### src/rtl/mux2_arbiter_if.sv
// -----------------------------------------------------------------------------
// mux2_arbiter_if
// Bundles the two requester channels and the single output channel of the
// shared 2:1 data mux arbiter.
//
//   req0/d0, req1/d1 : requester strobes and data (requester -> arbiter)
//   gnt0/gnt1        : grant to requester 0 / 1 (arbiter -> requesters)
//   sel              : mux select, 1 selects d1
//   y/y_valid/y_src  : registered mux output, its valid flag and source tag
//
// master : the requester/consumer side
// slave  : the arbiter
// -----------------------------------------------------------------------------
interface mux2_arbiter_if #(
    parameter int WIDTH = 4
);
    logic             req0;
    logic [WIDTH-1:0] d0;
    logic             req1;
    logic [WIDTH-1:0] d1;
    logic             gnt0;
    logic             gnt1;
    logic             sel;
    logic [WIDTH-1:0] y;
    logic             y_valid;
    logic             y_src;

    modport master (
        output req0, d0, req1, d1,
        input  gnt0, gnt1, sel, y, y_valid, y_src
    );

    modport slave (
        input  req0, d0, req1, d1,
        output gnt0, gnt1, sel, y, y_valid, y_src
    );
endinterface

### src/rtl/mux2_arbiter.sv
// -----------------------------------------------------------------------------
// mux2_arbiter
// Round-robin owner of a WIDTH-bit 2:1 data mux shared by two requesters.
// One requester holds the mux at a time; a grant lasts at most MAX_HOLD
// consecutive transfers while the other side is waiting. The selected word is
// registered onto y with a valid flag and a source tag.
//
// Ports:
//   clk      : clock, rising edge
//   reset_n  : synchronous active-low reset
//   bus      : mux2_arbiter_if.slave (req0/d0, req1/d1 in;
//              gnt0, gnt1, sel, y, y_valid, y_src out)
//
// Parameters:
//   WIDTH    : data width (must match the interface instance)
//   MAX_HOLD : transfers per grant while contended, 1..15
//
// state  | meaning
// -------+--------------------------------------------------------------
// IDLE   | nobody owns the mux, no transfer
// GRANT0 | requester 0 owns the mux, sel = 0
// GRANT1 | requester 1 owns the mux, sel = 1
// -----------------------------------------------------------------------------
module mux2_arbiter #(
    parameter int WIDTH    = 4,
    parameter int MAX_HOLD = 4
) (
    input  logic           clk,
    input  logic           reset_n,
    mux2_arbiter_if.slave  bus
);

    typedef enum logic [1:0] {
        IDLE   = 2'd0,
        GRANT0 = 2'd1,
        GRANT1 = 2'd2
    } state_t;

    // Value of hold_cnt on the final transfer a grant may make while contended.
    localparam logic [3:0] HOLD_LAST = 4'(MAX_HOLD - 1);

    state_t           state_q;
    state_t           state_d;
    logic             last_q;
    logic [3:0]       hold_cnt;
    logic             transfer;
    logic             hold_at_last;
    logic [WIDTH-1:0] mux_data;
    logic             gnt0_c;
    logic             gnt1_c;
    logic [WIDTH-1:0] y_q;
    logic             y_valid_q;
    logic             y_src_q;

    assign hold_at_last = (hold_cnt == HOLD_LAST);
    assign transfer     = ((state_q == GRANT0) && bus.req0) ||
                          ((state_q == GRANT1) && bus.req1);
    assign mux_data     = gnt1_c ? bus.d1 : bus.d0;

    // -------------------------------------------------------------------------
    // State register
    // -------------------------------------------------------------------------
    always_ff @(posedge clk) begin
        if (!reset_n) begin
            state_q <= IDLE;
        end else begin
            state_q <= state_d;
        end
    end

    // -------------------------------------------------------------------------
    // Next-state logic
    // -------------------------------------------------------------------------
    always_comb begin
        state_d = state_q;
        case (state_q)
            IDLE: begin
                if (bus.req0 && bus.req1) begin
                    // Tie goes to whoever was not served last.
                    state_d = last_q ? GRANT0 : GRANT1;
                end else if (bus.req0) begin
                    state_d = GRANT0;
                end else if (bus.req1) begin
                    state_d = GRANT1;
                end else begin
                    state_d = IDLE;
                end
            end
            GRANT0: begin
                if (!bus.req0) begin
                    state_d = bus.req1 ? GRANT1 : IDLE;
                end else if (hold_at_last && bus.req1) begin
                    state_d = GRANT1;
                end else begin
                    state_d = GRANT0;
                end
            end
            GRANT1: begin
                if (!bus.req1) begin
                    state_d = bus.req0 ? GRANT0 : IDLE;
                end else if (hold_at_last && bus.req0) begin
                    state_d = GRANT0;
                end else begin
                    state_d = GRANT1;
                end
            end
            default: begin
                state_d = IDLE;
            end
        endcase
    end

    // -------------------------------------------------------------------------
    // Output decode: grants come straight from the state flops, so there is
    // no combinational path from the requester inputs.
    // -------------------------------------------------------------------------
    always_comb begin
        gnt0_c = 1'b0;
        gnt1_c = 1'b0;
        case (state_q)
            GRANT0:  gnt0_c = 1'b1;
            GRANT1:  gnt1_c = 1'b1;
            default: begin
                gnt0_c = 1'b0;
                gnt1_c = 1'b0;
            end
        endcase
    end

    // -------------------------------------------------------------------------
    // Hold counter and round-robin pointer
    // -------------------------------------------------------------------------
    always_ff @(posedge clk) begin
        if (!reset_n) begin
            hold_cnt <= 4'd0;
            last_q   <= 1'b1;
        end else begin
            if (state_d != state_q) begin
                hold_cnt <= 4'd0;
            end else if (transfer) begin
                // Uncontended grant at its limit keeps going with a fresh count.
                hold_cnt <= hold_at_last ? 4'd0 : hold_cnt + 4'd1;
            end

            if ((state_q == GRANT0) && (state_d != GRANT0)) begin
                last_q <= 1'b0;
            end else if ((state_q == GRANT1) && (state_d != GRANT1)) begin
                last_q <= 1'b1;
            end
        end
    end

    // -------------------------------------------------------------------------
    // Registered output channel
    // -------------------------------------------------------------------------
    always_ff @(posedge clk) begin
        if (!reset_n) begin
            y_q       <= '0;
            y_valid_q <= 1'b0;
            y_src_q   <= 1'b0;
        end else if (transfer) begin
            y_q       <= mux_data;
            y_valid_q <= 1'b1;
            y_src_q   <= gnt1_c;
        end else begin
            y_valid_q <= 1'b0;
        end
    end

    assign bus.gnt0    = gnt0_c;
    assign bus.gnt1    = gnt1_c;
    assign bus.sel     = gnt1_c;
    assign bus.y       = y_q;
    assign bus.y_valid = y_valid_q;
    assign bus.y_src   = y_src_q;

endmodule

### src/flat_wrapper.sv
// flat-port wrapper written by rule: the top's interface ports become plain ports
module mux2_arbiter_flat 
#(
    parameter int WIDTH    = 4,
    parameter int MAX_HOLD = 4
)
  (clk, reset_n, bus_req0, bus_d0, bus_req1, bus_d1, bus_gnt0, bus_gnt1, bus_sel, bus_y, bus_y_valid, bus_y_src);
  mux2_arbiter_if #(.WIDTH(WIDTH)) bus_i ();
  input  logic clk;
  input  logic reset_n;
  input wire logic [$bits(bus_i.req0)-1:0] bus_req0;
  input wire logic [$bits(bus_i.d0)-1:0] bus_d0;
  input wire logic [$bits(bus_i.req1)-1:0] bus_req1;
  input wire logic [$bits(bus_i.d1)-1:0] bus_d1;
  output wire logic [$bits(bus_i.gnt0)-1:0] bus_gnt0;
  output wire logic [$bits(bus_i.gnt1)-1:0] bus_gnt1;
  output wire logic [$bits(bus_i.sel)-1:0] bus_sel;
  output wire logic [$bits(bus_i.y)-1:0] bus_y;
  output wire logic [$bits(bus_i.y_valid)-1:0] bus_y_valid;
  output wire logic [$bits(bus_i.y_src)-1:0] bus_y_src;
  assign bus_i.req0 = bus_req0;
  assign bus_i.d0 = bus_d0;
  assign bus_i.req1 = bus_req1;
  assign bus_i.d1 = bus_d1;
  assign bus_gnt0 = bus_i.gnt0;
  assign bus_gnt1 = bus_i.gnt1;
  assign bus_sel = bus_i.sel;
  assign bus_y = bus_i.y;
  assign bus_y_valid = bus_i.y_valid;
  assign bus_y_src = bus_i.y_src;
  mux2_arbiter #(.WIDTH(WIDTH), .MAX_HOLD(MAX_HOLD)) u_core (.clk(clk), .reset_n(reset_n), .bus(bus_i));
endmodule
### config.mk
export PLATFORM = sky130hd
export DESIGN_NAME = mux2_arbiter_flat
export DESIGN_NICKNAME = d
export VERILOG_FILES = /design/src/rtl/mux2_arbiter_if.sv /design/src/rtl/mux2_arbiter.sv /design/src/flat_wrapper.sv
export SDC_FILE = /design/constraint.sdc
export NUM_CORES = 1
export LEC_CHECK = 0
export ABC_CLOCK_PERIOD_IN_PS = 1400
export BUFFER_PORTS_ARGS = -buffer_cell sky130_fd_sc_hd__buf_4
export CAP_MARGIN = 5
export CELL_PAD_IN_SITES_DETAIL_PLACEMENT = 1
export CELL_PAD_IN_SITES_GLOBAL_PLACEMENT = 1
export CORE_ASPECT_RATIO = 1.2
export CORE_MARGIN = 1.5
export CORE_UTILIZATION = 34
export CTS_CLUSTER_DIAMETER = 150
export DETAILED_ROUTE_END_ITERATION = 6
export GPL_TIMING_DRIVEN = 0
export MAX_ROUTING_LAYER = met4
export PLACE_DENSITY = 0.84
export SYNTH_ARGS = -nofsm -noshare
export SYNTH_HDL_FRONTEND = slang
export SYNTH_SLANG_ARGS = --single-unit
### constraint.sdc
create_clock -name clk -period 1.4 [get_ports clk]
set_input_delay 0.35 -clock clk [delete_from_list [all_inputs] [get_ports clk]]
set_output_delay 0.35 -clock clk [all_outputs]
set_load 0.005 [all_outputs]
==> results.rst, run 1 <==
.. list-table::
   :header-rows: 1

   * - Metric
     - Value
   * - Max H-tree Level
     - 1
   * - Max-cap violations
     - 0
   * - Via count
     - 743
   * - Min-Delay Path Class
     - primary input to register
   * - Share of post-route cells with drive strength above 1
     - 56.41%
   * - Number of register bits inferred by synthesis
     - 13
   * - Reg2Reg Capture Point
     - u_core.state_q[0]
   * - Cell depth of the worst hold path
     - 2
   * - Maximum achievable frequency
     - ~670 MHz
   * - Net count of the finished layout
     - 131
   * - Status
     - finished, violations left
   * - Total leakage power
     - 0.5580 nW
   * - Setup repair after global routing missed its margin
     - true
   * - Pin count of the biggest net entering global routing
     - 11
   * - Number of instances in the synthesized netlist
     - 80
   * - Arr. time, crit path
     - 1.14 ns
   * - Number of endpoints failing setup at the final stage
     - 6
   * - Actual transition at the worst max-transition pin
     - roughly 0.28 ns
   * - Share of the cycle needed by the critical path after routing
     - 106.5%
   * - Sum Neg Setup Slack
     - -0.2919 ns
   * - DRT iter0 DRCs
     - 6
   * - FF-to-FF setup slack
     - -0.06 ns
   * - Worst vdd rail ir drop
     - 0.0006563 V
   * - Critical path launch point type
     - register
   * - Total CTS buffers
     - 3
   * - Clock Skews
     - 0.0006134 ns
   * - Total power per unit cell area
     - about 740 nW/um^2
   * - Type of destination of the critical path
     - primary output
   * - Failing checks
     - setup timing
   * - Switching portion of total power
     - 29.02%
   * - Starting density of the core
     - 36.56%
   * - Start of the worst register-to-register path
     - u_core.hold_cnt[0]
   * - Int Pwr
     - about 0.63 mW
   * - Clock tree sinks
     - 13
   * - Type of the setup path with the least slack
     - register to primary output
   * - Die outline height
     - roughly 55 um
   * - Global-route wire length before repair
     - 3.491 mm
   * - Cts-stage hold buffer count
     - 0
   * - DRC viols
     - 0
   * - Slew Limit Headroom
     - 81.62%
   * - Layout overhead on the synthesized area
     - 56.86%
   * - Remaining antenna violation count after routing
     - 0
   * - GP Congestion
     - 0.7162
   * - DP Worst Slack
     - -0.1493 ns
   * - Synth Area in Simple Gates
     - 21.24%
   * - Count of placed standard cells in the final layout, fillers left out
     - 147
   * - Dominant combinational cell family by area after synthesis
     - compound AO/OA/AOI/OAI gates
   * - Total count of max-transition violations in the final report
     - 0
   * - Clock insertion delay at the later pin of the skew report
     - 0.29 ns
   * - Sequential group share of total power
     - 45.2%
   * - Launch instance of the worst min-delay path
     - bus_req1
   * - Final Util
     - 57.35%
   * - Critical path fanouts, max
     - 4
   * - TritonCTS clock tree
     - built
   * - Post-placement cell area
     - just under 1000 sq um
   * - CTS max path bufs
     - 2
   * - Number of global-route vias before repair
     - 754
   * - Share of the synthesized netlist area taken by xor and xnor gates
     - 1.144%
   * - Drt wl/cell
     - 15.11 um
   * - Diodes inserted
     - 0
   * - Count of flip-flops with a built-in enable after synthesis
     - 0
   * - Multiplexer share of the synthesized area
     - 11.11%
   * - Min Hold Slack
     - 0.2727 ns
   * - Post-Synthesis Net Count
     - 93
   * - Final Hold Fails
     - 0
   * - Final worst slack
     - -0.09052 ns
   * - Overall power of the completed layout
     - 0.8881 mW
   * - Floorplan row count
     - 18
   * - Number of top-level pins
     - 21
   * - WP data required
     - roughly 1.1 ns
   * - Most frequently used flop master after synthesis
     - sky130_fd_sc_hd__dfxtp_1
   * - Commonest non-fill, non-tap cells in the layout
     - sky130_fd_sc_hd__buf_4 (31), sky130_fd_sc_hd__dfxtp_1 (9), sky130_fd_sc_hd__buf_6 (8)
   * - Worst hold endpoint
     - u_core.state_q[0]
   * - Warnings from Yosys
     - 0
   * - Core outline area
     - 2095 sq um
   * - Switching pwr
     - 0.2577 mW
   * - Number of library cell types mapped by synthesis
     - 37
   * - Final design area excluding fillers
     - 1201 sq um
   * - Minimum clock period after layout
     - 1.491 ns
   * - Initial antenna violation count
     - 0
   * - Horizontal die dimension
     - 46.32 um
   * - Placed Instances
     - 129
   * - Clock root buffer
     - sky130_fd_sc_hd__clkbuf_4
   * - Most common library cell in the layout ignoring fill and taps
     - sky130_fd_sc_hd__buf_4
   * - Clock transition time at the flip-flop clock pins of the worst setup and hold paths
     - ~0.09 ns
   * - Synth Cell Area
     - roughly 770 sq um
   * - Overall fraction of global-route tracks in use
     - 20.81%
   * - Gate power share
     - a little over a quarter
   * - Synth Area in Adders
     - about 1.6%
   * - Depth of the most critical reg-to-reg path
     - 7
   * - Detail Placement HPWL
     - 1.309 mm
   * - Number of iterations in the first detailed-routing pass
     - 4
   * - Clock Power Share
     - 28.6%
   * - Share of synthesized area occupied by flip-flops and latches
     - 33.99%
   * - Via/cell ratio
     - 5.054
   * - Area fraction in compound gates after synthesis
     - between 20% and 30%
   * - Global route overflow
     - 0
   * - Share of async-settable or async-resettable flops after synthesis
     - 0%
   * - Number of port buffers
     - 19
   * - Total die area
     - 2547 sq um
   * - Post-synthesis average cell area
     - ~9.6 sq um
   * - Final Routed Wirelength
     - 2.221 mm
==> synthesized netlist by cell type (2+ instances only) <==
master	instances	area share, %
sky130_fd_sc_hd__a211oi_1	2	2.0
sky130_fd_sc_hd__mux2i_1	7	9.2
sky130_fd_sc_hd__o21ai_0	3	2.0
sky130_fd_sc_hd__o211a_1	4	5.2
sky130_fd_sc_hd__nor2b_1	2	1.6
sky130_fd_sc_hd__a21oi_1	3	2.0
sky130_fd_sc_hd__dfxtp_1	13	34
sky130_fd_sc_hd__buf_6	2	2.9
sky130_fd_sc_hd__inv_1	3	1.5
sky130_fd_sc_hd__buf_2	3	2.0
sky130_fd_sc_hd__nand2_1	7	3.4
sky130_fd_sc_hd__a21boi_0	3	2.9
sky130_fd_sc_hd__nor2_1	4	2.0
==> per-layer routing <==
layer  global-route usage [%]  vias up  routed length, um
met3                    5.519        6                 67
met5                        -        -                  0
li1                         -      359                  -
met1                    23.12      358                984
met4                    10.95        0                 78
met2                    33.80       20               1090
==> power groups by stage <==
stage | combinational, mW | sequential, mW | clock, mW
floorplan | 0.101 | 0.408 | 0
finish | 0.232 | 0.402 | 0.254
CTS | 0.203 | 0.401 | 0.256
detailed placement | 0.171 | 0.409 | 0
global route | 0.252 | 0.404 | 0.275
global placement | 0.166 | 0.408 | 0
==> critical path: stages, from the launching register on <==
cell	delay (ns)
sky130_fd_sc_hd__dfxtp_2	0.34
sky130_fd_sc_hd__buf_6	0.13
sky130_fd_sc_hd__nor2b_4	0.11
sky130_fd_sc_hd__buf_6	0.11
sky130_fd_sc_hd__buf_6	0.09
sky130_fd_sc_hd__buf_6	0.08
==> how the worst max path moves through the flow <==
| stage | start | end | cells past startpoint |
|---|---|---|---|
| global route | u_core.state_q[0] | bus_sel | 5 |
| global placement | u_core.hold_cnt[1] | u_core.state_q[1] | 5 |
| CTS | u_core.state_q[0] | bus_sel | 5 |
| detailed placement | u_core.hold_cnt[1] | u_core.state_q[0] | 5 |
| finish | u_core.state_q[0] | bus_sel | 5 |
| floorplan | u_core.hold_cnt[1] | u_core.state_q[1] | 5 |
==> kinds of logic (layout without fill, tap and decap cells) <==
family                     count (synthesis)  after routing
muxes                                      8              8
DFF                                       13             13
and+or+nand+nor                           25             25
buffers and inverters                      9             46
AOI/OAI and AO/OA                         23             23
adders and majority gates                  1              1
xor gates and xnor gates                   1              1
==> flip-flops by register name, summed over array words and instances (netlist names) <==
name	flops
u_core.bus.y_valid	1
u_core.bus.y	4
u_core.state_q	2
u_core.bus.y_src	1
u_core.hold_cnt	4
u_core.last_q	1
==> area by class of cell <==
class / instances / area [sq um]
fillers: 233 / 893.4
multi-input cells: 58 / 535.5
flip-flops and latches: 13 / 267.8
repair buffers: 33 / 259.0
plain buffers: 6 / 63.81
well taps: 30 / 37.54
clock buffers: 4 / 26.28
inverters: 3 / 11.26
==> timing repair <==
action / CTS / global route
buffers inserted: 12 / 2
pin swaps: 4 / 5
resized for setup: 16 / 11
endpoints found under the setup margin: 10 / 14
(Power assumes the default switching activity.)
==> run 2: changes to the inputs <==
- CORE_MARGIN: 1.5 -> 10
==> results.rst, run 2 (synthesis results as in run 1) <==
.. list-table::
   :header-rows: 1

   * - Metric
     - Value
   * - Via/cell ratio
     - just over 5
   * - Failing checks
     - setup timing
   * - Clock tree sinks
     - 13
   * - Clock transition time at the flip-flop clock pins of the worst setup and hold paths
     - 0.09 ns
   * - Global route overflow
     - 0
   * - Cell depth of the worst hold path
     - 2
   * - Clock insertion delay at the later pin of the skew report
     - 0.29 ns
   * - Critical Path Max Stage Delay
     - 0.34 ns
   * - Number of endpoints failing setup at the final stage
     - 8
   * - Critical path launch point type
     - register
   * - Horizontal die dimension
     - 63.32 um
   * - Overall fraction of global-route tracks in use
     - 11.42%
   * - Reg2Reg Capture Point
     - u_core.state_q[1]
   * - Final Routed Wirelength
     - 2.541 mm
   * - Post-placement cell area
     - about 960 sq um
   * - Final design area excluding fillers
     - 1169 sq um
   * - Net count of the finished layout
     - 127
   * - Core outline area
     - ~2100 sq um
   * - Min Hold Slack
     - 0.2780 ns
   * - DRT iter0 DRCs
     - 3
   * - Most common library cell in the layout ignoring fill and taps
     - sky130_fd_sc_hd__buf_4
   * - Type of destination of the critical path
     - primary output
   * - Worst hold endpoint
     - u_core.state_q[0]
   * - Largest delay contributor family on the critical path
     - buffers and inverters
   * - Status
     - finished, violations left
   * - Commonest non-fill, non-tap cells in the layout
     - sky130_fd_sc_hd__buf_4 (28), sky130_fd_sc_hd__dfxtp_1 (9), sky130_fd_sc_hd__buf_6 (7)
   * - Number of global-route vias before repair
     - 849
   * - Busiest layer in global routing
     - met2
   * - Via count
     - 741
   * - Initial antenna violation count
     - 0
   * - Global-route wire length before repair
     - 4.146 mm
   * - GR Util met2
     - 19.35%
   * - CP Buf/Inv Count
     - 4
   * - Total count of max-transition violations in the final report
     - 0
   * - Die outline height
     - just over 70 um
   * - Met1 Resource Use GR
     - between 10% and 20%
   * - WP data required
     - 1.05 ns
   * - Depth of the most critical reg-to-reg path
     - 6
   * - CTS max path bufs
     - 2
   * - Type of the setup path with the least slack
     - register to primary output
   * - Minimum clock period after layout
     - approximately 1.5 ns
   * - Arr. time, crit path
     - ~1.2 ns
   * - Final Hold Fails
     - 0
   * - Final Util
     - between 50 and 60%
   * - Start of the worst register-to-register path
     - u_core.hold_cnt[1]
   * - Number of top-level pins
     - 21
   * - Clock Skews
     - 0.01087 ns
   * - Number of port buffers
     - 19
   * - Final worst slack
     - -0.1129 ns
   * - Total leakage power
     - 0.5354 nW
   * - Met3 track demand over resource
     - 1.997%
   * - Slew Limit Headroom
     - around four fifths
   * - DP Worst Slack
     - -0.1530 ns
   * - Layout overhead on the synthesized area
     - 52.61%
   * - Remaining antenna violation count after routing
     - 0
   * - Clock root buffer
     - sky130_fd_sc_hd__clkbuf_4
   * - Launch instance of the worst min-delay path
     - bus_req1
   * - Share of post-route cells with drive strength above 1
     - between 50% and 60%
   * - Detail Placement HPWL
     - ~1.6 mm
   * - Number of iterations in the first detailed-routing pass
     - 4
   * - GP Congestion
     - ~0.75
   * - Actual transition at the worst max-transition pin
     - about 0.28 ns
   * - Pin count of the biggest net entering global routing
     - 11
   * - Max H-tree Level
     - 1
   * - Diodes inserted
     - 0
   * - Sequence of cells on the critical path
     - buf_6 -> nor2b_1 -> buf_4 -> buf_6 -> buf_6
   * - Master of the slowest instance on the critical path
     - sky130_fd_sc_hd__dfxtp_2
   * - Min-Delay Path Class
     - primary input to register
   * - TritonCTS clock tree
     - built
   * - Drt wl/cell
     - 17.77 um
   * - Worst vdd rail ir drop
     - around 0.00050 V
   * - FF-to-FF setup slack
     - -0.06 ns
   * - DRC viols
     - 0
   * - Total CTS buffers
     - 3
   * - Share of the cycle needed by the critical path after routing
     - 108.1%
   * - Starting density of the core
     - 36.56%
   * - Maximum achievable frequency
     - 661.0 MHz
   * - Max-cap violations
     - 0
   * - Total power per unit cell area
     - 749.1 nW/um^2
   * - Setup repair after global routing missed its margin
     - true
   * - Floorplan row count
     - 18
   * - Total die area
     - 4558 sq um
   * - Critical path fanouts, max
     - 4
   * - Library cell appearing most often on the critical path
     - sky130_fd_sc_hd__buf_6
[run 2: cell types whose count changed in the layout (fill, tap and decap cells not counted), sizes merged]
cell and delta:
buf -4
[run 2: per-layer routing]
| metal | vias to the layer above | share of wire (%) |
|---|---|---|
| li1 | 350 | - |
| met1 | 368 | 41 |
| met2 | 18 | 54 |
| met3 | 5 | 3.3 |
| met4 | 0 | 1.5 |
| met5 | - | 0 |
[run 2: worst reg2reg max path: cells and delay by family (launching register included)]
kind            cells  cell delay (ns)
compound gates      1             0.11
simple gates        2             0.32
buf+inv             1             0.17
mux                 1             0.33
fa+ha+maj           1             0.14
flops               1             0.36
[run 2: worst max-delay path by stage]
stage,slack [ns],cells after the start,to,from
6_report,-0.11,5,bus_sel,u_core.state_q[0]
5_1_grt,-0.16,5,bus_sel,u_core.state_q[0]
3_3_place_gp,-0.11,5,u_core.state_q[1],u_core.hold_cnt[1]
3_5_place_dp,-0.15,5,u_core.state_q[0],u_core.hold_cnt[0]
2_1_floorplan,0.005,5,u_core.state_q[1],u_core.hold_cnt[1]
4_1_cts,-0.10,5,bus_sel,u_core.state_q[0]
[run 2: stage by stage]
stage / TNS, ns / std cells / power, mW
finish: -0.4011 / 143 / 0.8754
global placement: -0.5804 / 129 / 0.5760
detailed placement: -0.8097 / 129 / 0.5852
CTS: -0.2772 / 142 / 0.8473
floorplan: 0 / 80 / 0.5084
global route: -0.8519 / 143 / 0.9165
[run 2: area by class of cell]
class	instances	area (sq um)
sequential	13	270.3
clock buffer	4	26.28
fill	241	925.9
inverter	3	11.26
buffer	6	60.06
tap	30	37.54
timing repair buffer	29	229.0
multi-input combinational	58	534.3
[run 2: power by group]
group / switching [mW] / internal [mW] / total, mW / leakage [nW]
registers: 0.0159 / 0.386 / 0.402 / 0.108
logic: 0.104 / 0.124 / 0.228 / 0.412
clock network: 0.134 / 0.111 / 0.245 / 0.0150
[run 2: what timing repair did]
item | CTS | global route
hold buffers | 0 | 0
gates resized for setup | 15 | 13
buffers inserted | 9 | 1
pin swaps | 7 | 5
setup endpoints to repair | 11 | 11
endpoints found under the hold margin | 0 | 0
==> run 3: changes to the inputs <==
- CORE_UTILIZATION: 34 -> 36
- CTS_BUF_LIST: not set -> sky130_fd_sc_hd__clkbuf_4
- PLACE_DENSITY: 0.84 -> 0.88
==> results.rst, run 3 (synthesis results as in run 1) <==
.. list-table::
   :header-rows: 1

   * - Metric
     - Value
   * - Commonest non-fill, non-tap cells in the layout
     - sky130_fd_sc_hd__buf_4 (27), sky130_fd_sc_hd__dfxtp_1 (9), sky130_fd_sc_hd__buf_6 (7), sky130_fd_sc_hd__mux2i_1 (7), sky130_fd_sc_hd__nand2_1 (6)
   * - Pin count of the biggest net entering global routing
     - 11
   * - Share of post-route cells with drive strength above 1
     - 57.52%
   * - Number of port buffers
     - 19
   * - Overall power of the completed layout
     - 0.8779 mW
   * - Reg2Reg Capture Point
     - u_core.state_q[1]
   * - Launch instance of the worst min-delay path
     - bus_req1
   * - Number of global-route vias before repair
     - roughly 800
   * - Post-placement cell area
     - 960.9 sq um
   * - Number of fillers in the final layout
     - 217
   * - Cts-stage hold buffer count
     - 0
   * - Core outline area
     - 2049 sq um
   * - DRC viols
     - 0
   * - Final worst slack
     - -0.07621 ns
   * - CTS max path bufs
     - 2
   * - Final design area excluding fillers
     - 1182 sq um
   * - Critical path fanouts, max
     - 6
   * - Master of the slowest instance on the critical path
     - sky130_fd_sc_hd__dfxtp_4
   * - Total power per unit cell area
     - 742.5 nW/um^2
   * - Overall fraction of global-route tracks in use
     - ~11%
   * - Setup repair after global routing missed its margin
     - true
   * - Clock transition time at the flip-flop clock pins of the worst setup and hold paths
     - 0.08 ns
   * - Start of the worst register-to-register path
     - u_core.hold_cnt[0]
   * - GP Congestion
     - 0.7119
   * - Net count of the finished layout
     - 127
   * - Final Hold Fails
     - 0
   * - Most common library cell in the layout ignoring fill and taps
     - sky130_fd_sc_hd__buf_4
   * - Failing checks
     - setup timing
   * - Status
     - finished, violations left
   * - Total leakage power
     - 0.5413 nW
   * - Die outline height
     - between 70 and 80 um
   * - WP data required
     - 1.62 ns
   * - Critical Path Max Stage Delay
     - 0.36 ns
   * - Maximum achievable frequency
     - 677.4 MHz
   * - Final Util
     - 57.69%
   * - FF-to-FF setup slack
     - -0.08 ns
   * - Sequence of cells on the critical path
     - ha_4 -> nor3b_4 -> buf_12 -> mux2_4 -> o21ai_2 -> and3_1
   * - Type of destination of the critical path
     - register
   * - Share of the cycle needed by the critical path after routing
     - 105.4%
   * - Clock tree sinks
     - 13
   * - DRT iter0 DRCs
     - 3
   * - Total die area
     - 4379 sq um
   * - Number of top-level pins
     - 21
   * - Critical path launch point type
     - register
   * - Drt wl/cell
     - approximately 17 um
   * - Floorplan row count
     - 18
   * - Horizontal die dimension
     - 62.10 um
   * - Number of iterations in the first detailed-routing pass
     - 2
   * - Global-route wire length before repair
     - slightly below 4 mm
   * - Global route overflow
     - 0
   * - Crit path depth
     - 6
   * - Starting density of the core
     - 37.36%
   * - Clock Skews
     - 0.001026 ns
   * - Via/cell ratio
     - 5.042
   * - Clock root buffer
     - sky130_fd_sc_hd__clkbuf_4
   * - Remaining antenna violation count after routing
     - 0
   * - Critical path origin
     - u_core.hold_cnt[0]
   * - Total count of max-transition violations in the final report
     - 0
   * - Final Routed Wirelength
     - ~2.5 mm
   * - Detail Placement HPWL
     - roughly 1.6 mm
   * - Total CTS buffers
     - 3
   * - TritonCTS clock tree
     - built
   * - Layout overhead on the synthesized area
     - 54.41%
   * - Min-Delay Path Class
     - primary input to register
   * - Min Hold Slack
     - between 0.2 and 0.3 ns
   * - Clock insertion delay at the later pin of the skew report
     - 0.27 ns
   * - Slew Limit Headroom
     - roughly 80%
   * - Worst vdd rail ir drop
     - 0.0006263 V
   * - Max H-tree Level
     - 1
   * - Depth of the most critical reg-to-reg path
     - 6
   * - Actual transition at the worst max-transition pin
     - ~0.28 ns
   * - Max-cap violations
     - 0
   * - Diodes inserted
     - 0
   * - Via count
     - 721
   * - Minimum clock period after layout
     - 1.476 ns
   * - Number of endpoints failing setup at the final stage
     - 4
   * - Largest delay contributor family on the critical path
     - flip-flops
   * - Arr. time, crit path
     - 1.69 ns
   * - Initial antenna violation count
     - 0
   * - Capturing instance or port of the critical path
     - u_core.state_q[1]
   * - CP Buf/Inv Count
     - 1
   * - Type of the setup path with the least slack
     - register to register
run 3: final cells by class:
class	instances	area (sq um)	share of cell area (%)
clock buffer	4	30.03	2.540
inverter	3	11.26	0.9524
timing repair buffer	29	237.7	20.11
sequential	13	272.8	23.07
multi-input combinational	58	529.3	44.76
tap	30	37.54	3.175
buffer	6	63.81	5.397
run 3: worst min-delay path by stage:
stage | cells past startpoint | slack (ns) | endpoint
final | 2 | 0.30 | u_core.state_q[0]
after global routing | 2 | 0.28 | u_core.state_q[0]
after CTS | 2 | 0.28 | u_core.state_q[0]
after detailed placement | 1 | 0.49 | u_core.bus.y[1]
after global placement | 1 | 0.48 | u_core.bus.y[1]
after floorplan | 2 | 0.47 | u_core.state_q[0]
run 3: repair_timing:
action                                  4_1_cts  5_1_grt
setup buffers                                 9        2
gates resized for setup                      15       15
cloned                                        0        0
endpoints found under the setup margin       10       14
pin swaps                                     2        8
run 3: stage by stage:
step | worst slack [ns] | std cells | setup TNS [ns]
after floorplan | 0.004765 | 80 | 0
after global placement | -0.1079 | 129 | -0.5007
after detailed placement | -0.1618 | 129 | -0.9620
after CTS | -0.09354 | 142 | -0.2517
after global routing | -0.1393 | 143 | -0.7974
final | -0.07621 | 143 | -0.2422
run 3: power by group:
part,switching [mW],internal (mW),leakage [nW]
sequential,0.0148,0.384,0.109
combinational,0.100,0.124,0.414
clock,0.125,0.130,0.0184
total,0.240,0.638,0.541
run 3: worst register-to-register path, cell delays in order (launching register included):
cell                      delay (ns)
sky130_fd_sc_hd__dfxtp_4        0.36
sky130_fd_sc_hd__ha_4           0.13
sky130_fd_sc_hd__nor3b_4        0.21
sky130_fd_sc_hd__buf_12         0.15
sky130_fd_sc_hd__mux2_4         0.31
sky130_fd_sc_hd__o21ai_2        0.11
sky130_fd_sc_hd__and3_1         0.15
run 3: metal layers:
| metal | up-vias | part of all wire (%) | global-route usage, % |
|---|---|---|---|
| li1 | 348 | - | - |
| met1 | 348 | 42 | 11.18 |
| met2 | 19 | 53 | 20.55 |
| met3 | 6 | 2.9 | 2.392 |
| met4 | 0 | 2.3 | 4.835 |
| met5 | - | 0 | - |
